**config.mk**
```make
export PLATFORM = sky130hd
export DESIGN_NAME = lstm_seq_driver
export DESIGN_NICKNAME = d
export VERILOG_FILES = /design/src/rtl/lstm_seq_driver.sv
export SDC_FILE = /design/constraint.sdc
export NUM_CORES = 1
export LEC_CHECK = 0
export CORE_MARGIN = 2
export CORE_UTILIZATION = 45
export DETAILED_ROUTE_END_ITERATION = 8
export DONT_BUFFER_PORTS = 1
export PLACE_DENSITY = 0.6
export SLEW_MARGIN = 15
export SYNTH_ARGS = -nofsm -noshare
export SYNTH_HDL_FRONTEND = slang
export SYNTH_SLANG_ARGS = --single-unit
export TNS_END_PERCENT = 1
```
**constraint.sdc**
```tcl
create_clock -name i_clk -period 1.5 [get_ports i_clk]
set_input_delay 0.225 -clock i_clk [delete_from_list [all_inputs] [get_ports i_clk]]
set_output_delay 0.225 -clock i_clk [all_outputs]
set_load 0.02 [all_outputs]
```
**src/rtl/lstm_seq_driver.sv**
```systemverilog
// Sequential driver for a combinational LSTM cell.
// Each accepted X sample is presented to the cell together with the recurrent
// state (c, h). The cell outputs are captured after CELL_LAT cycles and streamed
// out with valid/ready. The recurrent state is cleared at sequence end (x_last or
// step-count overflow) and by seq_clr while idle.
module lstm_seq_driver #(
  parameter int DATA_WIDTH  = 16,
  parameter int FRACT_WIDTH = 8,
  parameter int CELL_LAT    = 1,
  parameter int MAX_STEPS   = 64,
  localparam int SW = (MAX_STEPS > 1) ? $clog2(MAX_STEPS) : 1,
  localparam int WW = (CELL_LAT > 1) ? $clog2(CELL_LAT) : 1
) (
  input  logic                  i_clk,
  input  logic                  i_rst_n,
  input  logic                  i_seq_clr,
  input  logic                  i_x_valid,
  output logic                  o_x_ready,
  input  logic [DATA_WIDTH-1:0] i_x_data,
  input  logic                  i_x_last,
  output logic [DATA_WIDTH-1:0] o_cell_x,
  output logic [DATA_WIDTH-1:0] o_cell_c_in,
  output logic [DATA_WIDTH-1:0] o_cell_h_in,
  input  logic [DATA_WIDTH-1:0] i_cell_c_out,
  input  logic [DATA_WIDTH-1:0] i_cell_h_out,
  output logic                  o_h_valid,
  input  logic                  i_h_ready,
  output logic [DATA_WIDTH-1:0] o_h_data,
  output logic [DATA_WIDTH-1:0] o_c_data,
  output logic                  o_h_last,
  output logic [SW-1:0]         o_step_cnt,
  output logic                  o_ovf_err
);

  // The fixed-point format belongs to the cell; the driver only moves words.
  // These empty blocks flag nonsensical parameter sets in the elaborated hierarchy.
  generate
    if (FRACT_WIDTH >= DATA_WIDTH) begin : g_fract_not_below_word
    end
    if (CELL_LAT < 1 || MAX_STEPS < 2) begin : g_bad_timing_params
    end
  endgenerate

  typedef enum logic [1:0] {
    ST_IDLE = 2'd0,
    ST_EVAL = 2'd1,
    ST_OUT  = 2'd2
  } state_t;

  state_t                r_state;
  state_t                w_state_next;
  logic [DATA_WIDTH-1:0] r_x;
  logic [DATA_WIDTH-1:0] r_c;
  logic [DATA_WIDTH-1:0] r_h;
  logic                  r_last;
  logic [WW-1:0]         r_wait_cnt;
  logic [DATA_WIDTH-1:0] r_h_data;
  logic [DATA_WIDTH-1:0] r_c_data;
  logic                  r_h_valid;
  logic                  r_h_last;
  logic [SW-1:0]         r_step_cnt;
  logic                  r_ovf_err;

  logic w_idle;
  logic w_accept;
  logic w_clr;
  logic w_eval_done;
  logic w_at_max;
  logic w_seq_end;
  logic w_out_take;

  assign w_idle      = (r_state == ST_IDLE);
  assign w_accept    = w_idle & i_x_valid;
  assign w_clr       = w_idle & i_seq_clr;
  assign w_eval_done = (r_state == ST_EVAL) && (r_wait_cnt == '0);
  assign w_at_max    = (r_step_cnt == SW'(MAX_STEPS - 1));
  assign w_seq_end   = r_last | w_at_max;
  assign w_out_take  = (r_state == ST_OUT) & i_h_ready;

  // Ready is suppressed while reset is held so nothing is offered mid-reset.
  assign o_x_ready   = w_idle & i_rst_n;
  assign o_cell_x    = r_x;
  assign o_cell_c_in = r_c;
  assign o_cell_h_in = r_h;
  assign o_h_valid   = r_h_valid;
  assign o_h_data    = r_h_data;
  assign o_c_data    = r_c_data;
  assign o_h_last    = r_h_last;
  assign o_step_cnt  = r_step_cnt;
  assign o_ovf_err   = r_ovf_err;

  // FSM state register.
  always_ff @(posedge i_clk or negedge i_rst_n) begin
    if (!i_rst_n) r_state <= ST_IDLE;
    else          r_state <= w_state_next;
  end

  // FSM next-state: IDLE -> EVAL on accept, EVAL -> OUT when the hold expires,
  // OUT -> IDLE once downstream takes the result.
  always_comb begin
    w_state_next = r_state;
    case (r_state)
      ST_IDLE: if (i_x_valid)   w_state_next = ST_EVAL;
      ST_EVAL: if (w_eval_done) w_state_next = ST_OUT;
      ST_OUT:  if (i_h_ready)   w_state_next = ST_IDLE;
      default:                  w_state_next = ST_IDLE;
    endcase
  end

  // Capture the accepted sample and arm the cell-latency hold counter.
  always_ff @(posedge i_clk or negedge i_rst_n) begin
    if (!i_rst_n) begin
      r_x        <= '0;
      r_last     <= 1'b0;
      r_wait_cnt <= '0;
    end else if (w_accept) begin
      r_x        <= i_x_data;
      r_last     <= i_x_last;
      r_wait_cnt <= WW'(CELL_LAT - 1);
    end else if (r_state == ST_EVAL && r_wait_cnt != '0) begin
      r_wait_cnt <= r_wait_cnt - WW'(1);
    end
  end

  // Recurrent state: idle clear wins over nothing else pending; the capture
  // edge either carries the cell result forward or zeroes it at sequence end.
  always_ff @(posedge i_clk or negedge i_rst_n) begin
    if (!i_rst_n) begin
      r_c <= '0;
      r_h <= '0;
    end else if (w_clr) begin
      r_c <= '0;
      r_h <= '0;
    end else if (w_eval_done) begin
      r_c <= w_seq_end ? '0 : i_cell_c_out;
      r_h <= w_seq_end ? '0 : i_cell_h_out;
    end
  end

  // Output stage: load on the capture edge, hold until the handshake.
  always_ff @(posedge i_clk or negedge i_rst_n) begin
    if (!i_rst_n) begin
      r_h_data  <= '0;
      r_c_data  <= '0;
      r_h_valid <= 1'b0;
      r_h_last  <= 1'b0;
    end else if (w_eval_done) begin
      r_h_data  <= i_cell_h_out;
      r_c_data  <= i_cell_c_out;
      r_h_valid <= 1'b1;
      r_h_last  <= w_seq_end;
    end else if (w_out_take) begin
      r_h_valid <= 1'b0;
      r_h_last  <= 1'b0;
    end
  end

  // Step index advances when a result leaves; wraps to 0 after a sequence end.
  always_ff @(posedge i_clk or negedge i_rst_n) begin
    if (!i_rst_n)        r_step_cnt <= '0;
    else if (w_clr)      r_step_cnt <= '0;
    else if (w_out_take) r_step_cnt <= r_h_last ? '0 : r_step_cnt + SW'(1);
  end

  // Sticky overflow flag: a sequence ran to MAX_STEPS without x_last.
  always_ff @(posedge i_clk or negedge i_rst_n) begin
    if (!i_rst_n)                              r_ovf_err <= 1'b0;
    else if (w_clr)                            r_ovf_err <= 1'b0;
    else if (w_eval_done && w_at_max && !r_last) r_ovf_err <= 1'b1;
  end

endmodule

```
==> impl_results.md, run 1 <==
* Synth Instances at 315
* Startpoint Class: flop
* Final nets at 430
* CTS tree: yes
* Drc violations at 0
* Die Span X at 93.9 um
* Mapped Area at 0.00364 mm^2
* CP cell instances: or3b_4, a311o_1, mux2_4
* Synth cell types at 34
* Grt ovf at 0
* DIE HEIGHT at 93.9 um
* Place WS at -39.3 ps
* CP Class: flop to flop
* Later-pin clock latency in the skew report at 360 ps
* Port Buffers at 0
* Routed vias at 2634
* Leak at 2.12 nW
* Final Hold Vio Count at 93
* Max_cap viols at 0
* Worst Max-Slew Pin Slew at 306 ps
* DIE AREA at 0.00882 mm^2
* CTS clock-pin slew for the worst setup and hold paths at 90 ps
* WP data arrival at 1730 ps
* Routed wl met2 at 3.93 mm
* CP startpoint: r_state[1]$_DFFE_PN0P_
* Sinks on Clock Net at 93
* Initial antenna violation count at 0
* CTS H-tree lvls at 3
* TritonCTS Buffers at 9
* Crit path to: o_step_cnt[2]$_DFFE_PN0P_
* Root Buffer: clkbuf_8
* Pwr per Cell Area at 2100 mW/mm^2
* Crit path capture type: flop
* Max clock buf depth at 2
* Starting Density at 0.468
* Aggregate routed wire length at 8.61 mm
* Worst hold-check path type: input port to async pin
* Core region area at 0.00777 mm^2
* Most common cell after layout, fill and taps aside: nand2_1
* RR Startpoint: r_state[1]$_DFFE_PN0P_
* Achievable Freq at 673 MHz
* Initial DRC Count at 130
* CP max-delay cell: dfrtp_2
* Gr usage total at 0.202
* Crit Path Max Fanout at 7
* Pins Over Slew Limit at 0
* Violated checks: negative hold slack
* Setup slack after layout at 14.2 ps
* Synth Register Bits at 93
* WL met3 at 873 um
* Wire length on met1 at 3.69 mm
* Top Metal Used: met4
* Rel. slew slack at 0.794
* Layout cell share with drive strength beyond 1 at 0.129
* RePlAce Congestion at 0.793
* Routed len/inst at 17.9 um
* Reg2Reg Setup Slack at 10 ps
* RR Endpoint: o_step_cnt[2]$_DFFE_PN0P_
* Fin area at 0.00458 mm^2
* Global-route wire length before repair at 13.9 mm
* Min Tclk post-route at 1490 ps
* Placed Area at 0.00388 mm^2
* Drt pass-1 iters at 4
* RSZ-0062 raised after global routing: true
* Yosys warnings at 0
* Post-synthesis sequential area ratio at 0.640
* Status: finished with violations
* Num rows at 32
* Pin count of the biggest net entering global routing at 95
* Antenna diodes at 0
* Peak VDD IR at 964 uV
* Clk_skew at 10.4 ps
* Post-route ant nets at 0
* CP required at 1740 ps
* Setup Viol. Count Final at 0
* Avg Inst Size Synth at 11.6 um^2
* DP HPWL at 5.23 mm
* Syn_nets at 370
* Worst Reg-to-Reg Cells at 3
* Vias in the first global route at 2796
* Critical Path Max Stage Delay at 460 ps
* Post-synthesis to final-layout area growth at 25.8%
* Commonest cells after routing, fill and taps aside: 98 x nand2_1, 90 x dfrtp_1, 49 x dlygate4sd3_1
* Vias per cell at 5.46
* Worst hold slack at -448 ps
* I/O pin count at 144
* Period utilisation layout at 0.991
==> registers in the layout, summed over array words and instances (netlist names), 2 cells and up <==
register,cells
o_cell_c_in,16
o_h_data,16
o_c_data,16
o_cell_h_in,16
o_cell_x,16
o_step_cnt,6
r_state,2
==> synth_stat cells, drive strengths merged <==
master	count	area (um^2)
nand2	98	368
dfrtp	93	2330
a32o	32	320
mux2	18	206
clkbuf	15	56.3
o21ai	9	45.0
buf	8	45.0
nor2	8	30.0
inv	6	22.5
nand3	4	20.0
and2	2	12.5
mux2i	2	20.0
nand4	2	12.5
o311ai	2	17.5
or3b	2	20.0
a211o	1	8.76
a21oi	1	5.00
a311o	1	10.0
ha	1	12.5
nand2b	1	6.26
nand3b	1	7.51
nand4bb	1	11.3
nor3b	1	7.51
nor4	1	6.26
o2111ai	1	8.76
o21a	1	7.51
o21ba	1	10.0
o22ai	1	6.26
or4	1	7.51
==> kinds of logic (layout without fill, tap and decap cells) <==
| group | after synthesis | count (layout) | synth area share |
|---|---|---|---|
| adder cells (fa/ha/maj) | 1 | 1 | 0.00344 |
| multiplexers | 20 | 20 | 0.0622 |
| AND/OR/NAND/NOR | 122 | 122 | 0.140 |
| flip-flops | 93 | 93 | 0.640 |
| AO/OA/AOI/OAI | 50 | 50 | 0.121 |
| buffers and inverters | 29 | 94 | 0.0340 |
==> worst min-delay path by stage <==
stage / startpoint / to
CTS: i_rst_n / o_h_data[6]$_DFFE_PN0N_
finish: i_rst_n / o_h_data[3]$_DFFE_PN0N_
global route: i_rst_n / o_cell_x[0]$_DFFE_PN0P_
detailed placement: i_rst_n / o_cell_x[0]$_DFFE_PN0P_
floorplan: i_rst_n / o_c_data[0]$_DFFE_PN0N_
global placement: i_rst_n / o_step_cnt[5]$_DFFE_PN0P_
==> repair_timing <==
item	4_1_cts	5_1_grt
setup buffers	1	0
hold buffers	47	2
hold endpoints to repair	140	95
resized for setup	4	6
setup endpoints to repair	26	70
==> metal layers <==
metal  up-vias  GRT usage
met5         -          0
met4         0     0.0809
met3        12     0.0682
met2       114      0.310
met1      1288      0.265
li1       1220          -
==> where the power goes <==
group | internal (W) | leakage (nW) | total (W) | switching (W)
combinational | 0.00119 | 0.852 | 0.00257 | 0.00138
clock | 0.000615 | 0.0833 | 0.00151 | 0.000896
sequential | 0.00354 | 1.18 | 0.00551 | 0.00197
==> through the flow <==
step           total power (W)  hold WS [ps]  setup TNS (ps)   util  std cells
2_1_floorplan          0.00720         -70.6           -1160      -        315
3_3_place_gp           0.00786         -67.8               0  0.500        416
3_5_place_dp           0.00796         -68.7            -438  0.500        416
4_1_cts                0.00963          -466           -52.6  0.585        480
5_1_grt                 0.0102          -478            -106  0.589        482
6_report               0.00959          -448               0  0.589        482
==> critical path, delay by kind of cell, from the launching register on <==
family             cells  cell delay [ps]
DFF                    1              460
AOI/OAI and AO/OA      1              270
and+or+nand+nor        1              390
muxes                  1              260
==> layout make-up <==
type / instances / area, um^2
clock inverter: 6 / 46.3
timing repair buffer: 72 / 699
sequential: 93 / 2330
tap: 102 / 128
fill: 637 / 3190
multi-input combinational: 193 / 1220
inverter: 6 / 22.5
clock buffer: 10 / 128
Power figures use the tool's default switching activity.
==> run 2: changes to the inputs <==
--- a/config.mk
+++ b/config.mk
@@ -6,10 +6,10 @@
 export NUM_CORES = 1
 export LEC_CHECK = 0
 export CORE_MARGIN = 2
-export CORE_UTILIZATION = 45
+export CORE_UTILIZATION = 55
 export DETAILED_ROUTE_END_ITERATION = 8
 export DONT_BUFFER_PORTS = 1
-export PLACE_DENSITY = 0.6
+export PLACE_DENSITY = 0.68
 export SLEW_MARGIN = 15
 export SYNTH_ARGS = -nofsm -noshare
 export SYNTH_HDL_FRONTEND = slang
==> constraint.sdc (replaced) <==
create_clock -name i_clk -period 1.7 [get_ports i_clk]
set_input_delay 0.255 -clock i_clk [delete_from_list [all_inputs] [get_ports i_clk]]
set_output_delay 0.255 -clock i_clk [all_outputs]
set_load 0.02 [all_outputs]
==> impl_results.md, run 2 (synthesized netlist as in run 1, its figures left out) <==
* Final nets at 398
* Later-pin clock latency in the skew report at 340 ps
* GR Util met1 at 0.290
* DP HPWL at 4.98 mm
* Min Tclk post-route at 1610 ps
* Core region area at 0.00639 mm^2
* CP Class: flop to flop
* Drc violations at 0
* Setup TNS at 0 ps
* Sinks on Clock Net at 93
* Port Buffers at 0
* Most common cell after layout, fill and taps aside: nand2_1
* CP required at 1930 ps
* Gr usage total at 0.226
* CP startpoint: r_state[1]$_DFFE_PN0P_
* CTS tree: yes
* Met2 Track Usage GR at 0.344
* Violated checks: negative hold slack
* Placed Area at 0.00380 mm^2
* Pins Over Slew Limit at 0
* Aggregate routed wire length at 7.81 mm
* DIE AREA at 0.00728 mm^2
* RePlAce Congestion at 0.767
* TritonCTS Buffers at 9
* Max_cap viols at 0
* I/O pin count at 144
* Startpoint Class: flop
* Period utilisation layout at 0.947
* Root Buffer: clkbuf_8
* Rel. slew slack at 0.703
* Peak VDD IR at 1200 uV
* Worst Max-Slew Pin Slew at 433 ps
* Die Span X at 85.3 um
* Storage element area at 0.00233 mm^2
* Setup Viol. Count Final at 0
* Max clock buf depth at 2
* Total power draw at 0.00823 W
* PostCTS Resize Cnt at 0
* RSZ-0062 raised after global routing: false
* Crit path capture type: flop
* DIE HEIGHT at 85.3 um
* Vias in the first global route at 2558
* CTS Hold Buffers Added at 23
* Initial antenna violation count at 0
* Setup bufs post-CTS at 0
* Status: finished with violations
* WP data arrival at 1840 ps
* Worst hold slack at -404 ps
* Final Hold Vio Count at 93
* Antenna diodes at 0
* Met3 usage at 0.100
* Grt ovf at 0
* Initial DRC Count at 181
* Leak at 1.98 nW
* Routed vias at 2516
* Commonest cells after routing, fill and taps aside: 98 x nand2_1, 91 x dfrtp_1, 32 x a32o_1
* Starting Density at 0.570
* Vias per cell at 5.92
* Achievable Freq at 621 MHz
* CTS H-tree lvls at 3
* CTS clock-pin slew for the worst setup and hold paths at 90 ps
* Post-synthesis to final-layout area growth at 15.9%
* Num rows at 29
* Drt pass-1 iters at 4
* Worst hold-check path type: input port to async pin
* Pin count of the biggest net entering global routing at 95
* Crit Path Max Fanout at 6
* RR Startpoint: r_state[1]$_DFFE_PN0P_
* Clk_skew at 8.31 ps
* Final core utilization at 0.660
* Pwr per Cell Area at 1950 mW/mm^2
* Global-route wire length before repair at 12.9 mm
* GRT busiest layer: met2
* Routed len/inst at 18.4 um
* Fill cell count at 488
* Layout cell share with drive strength beyond 1 at 0.103
* Post-route ant nets at 0
* Fin area at 0.00422 mm^2
* Area of the multi-input gates at 0.00119 mm^2
==> run 2: layout make-up <==
class | instances | area share
clock buffers | 11 | 0.0335
clock inverters | 5 | 0.00861
inverters | 6 | 0.00534
multi-input cells | 193 | 0.283
flip-flops and latches | 93 | 0.553
well taps | 77 | 0.0228
repair buffers | 40 | 0.0944
==> run 2: per-stage QoR <==
step / setup slack (ps) / std cells
final: 90.8 / 425
after global routing: 49.0 / 425
after CTS: 87.0 / 424
after detailed placement: 100 / 385
after global placement: 117 / 385
after floorplan: 49.6 / 315
==> run 2: worst max-delay path: stages, from the launching register on <==
cell and delay, ps:
dfrtp_1 440, or3b_4 450, a311o_1 360, mux2_4 250
==> run 2: routing by layer <==
metal  share of wire  wire [um]  vias up
met3            0.11        832        9
li1                -          -     1150
met4           0.015        119        0
met1            0.40       3100     1242
met2            0.48       3760      115
met5               0          0        -
==> run 2: power by group <==
| part | internal, W | total (W) | switching, W |
|---|---|---|---|
| Combinational | 0.000926 | 0.00207 | 0.00114 |
| Sequential | 0.00312 | 0.00486 | 0.00174 |
| Clock | 0.000572 | 0.00130 | 0.000729 |
==> run 2: final timing paths <==
path / slack, ps / cells past startpoint / endpoint
max in group asynchronous: 1990 / 0 / o_cell_h_in[2]$_DFFE_PN0P_
setup / recovery: 90 / 3 / o_step_cnt[2]$_DFFE_PN0P_
hold reg to reg: 520 / 1 / r_last$_DFFE_PN0P_
setup reg to reg: 90 / 3 / o_step_cnt[2]$_DFFE_PN0P_
min in group i_clk: 20 / 2 / o_c_data[1]$_DFFE_PN0N_
hold / removal: -400 / 0 / o_step_cnt[3]$_DFFE_PN0P_
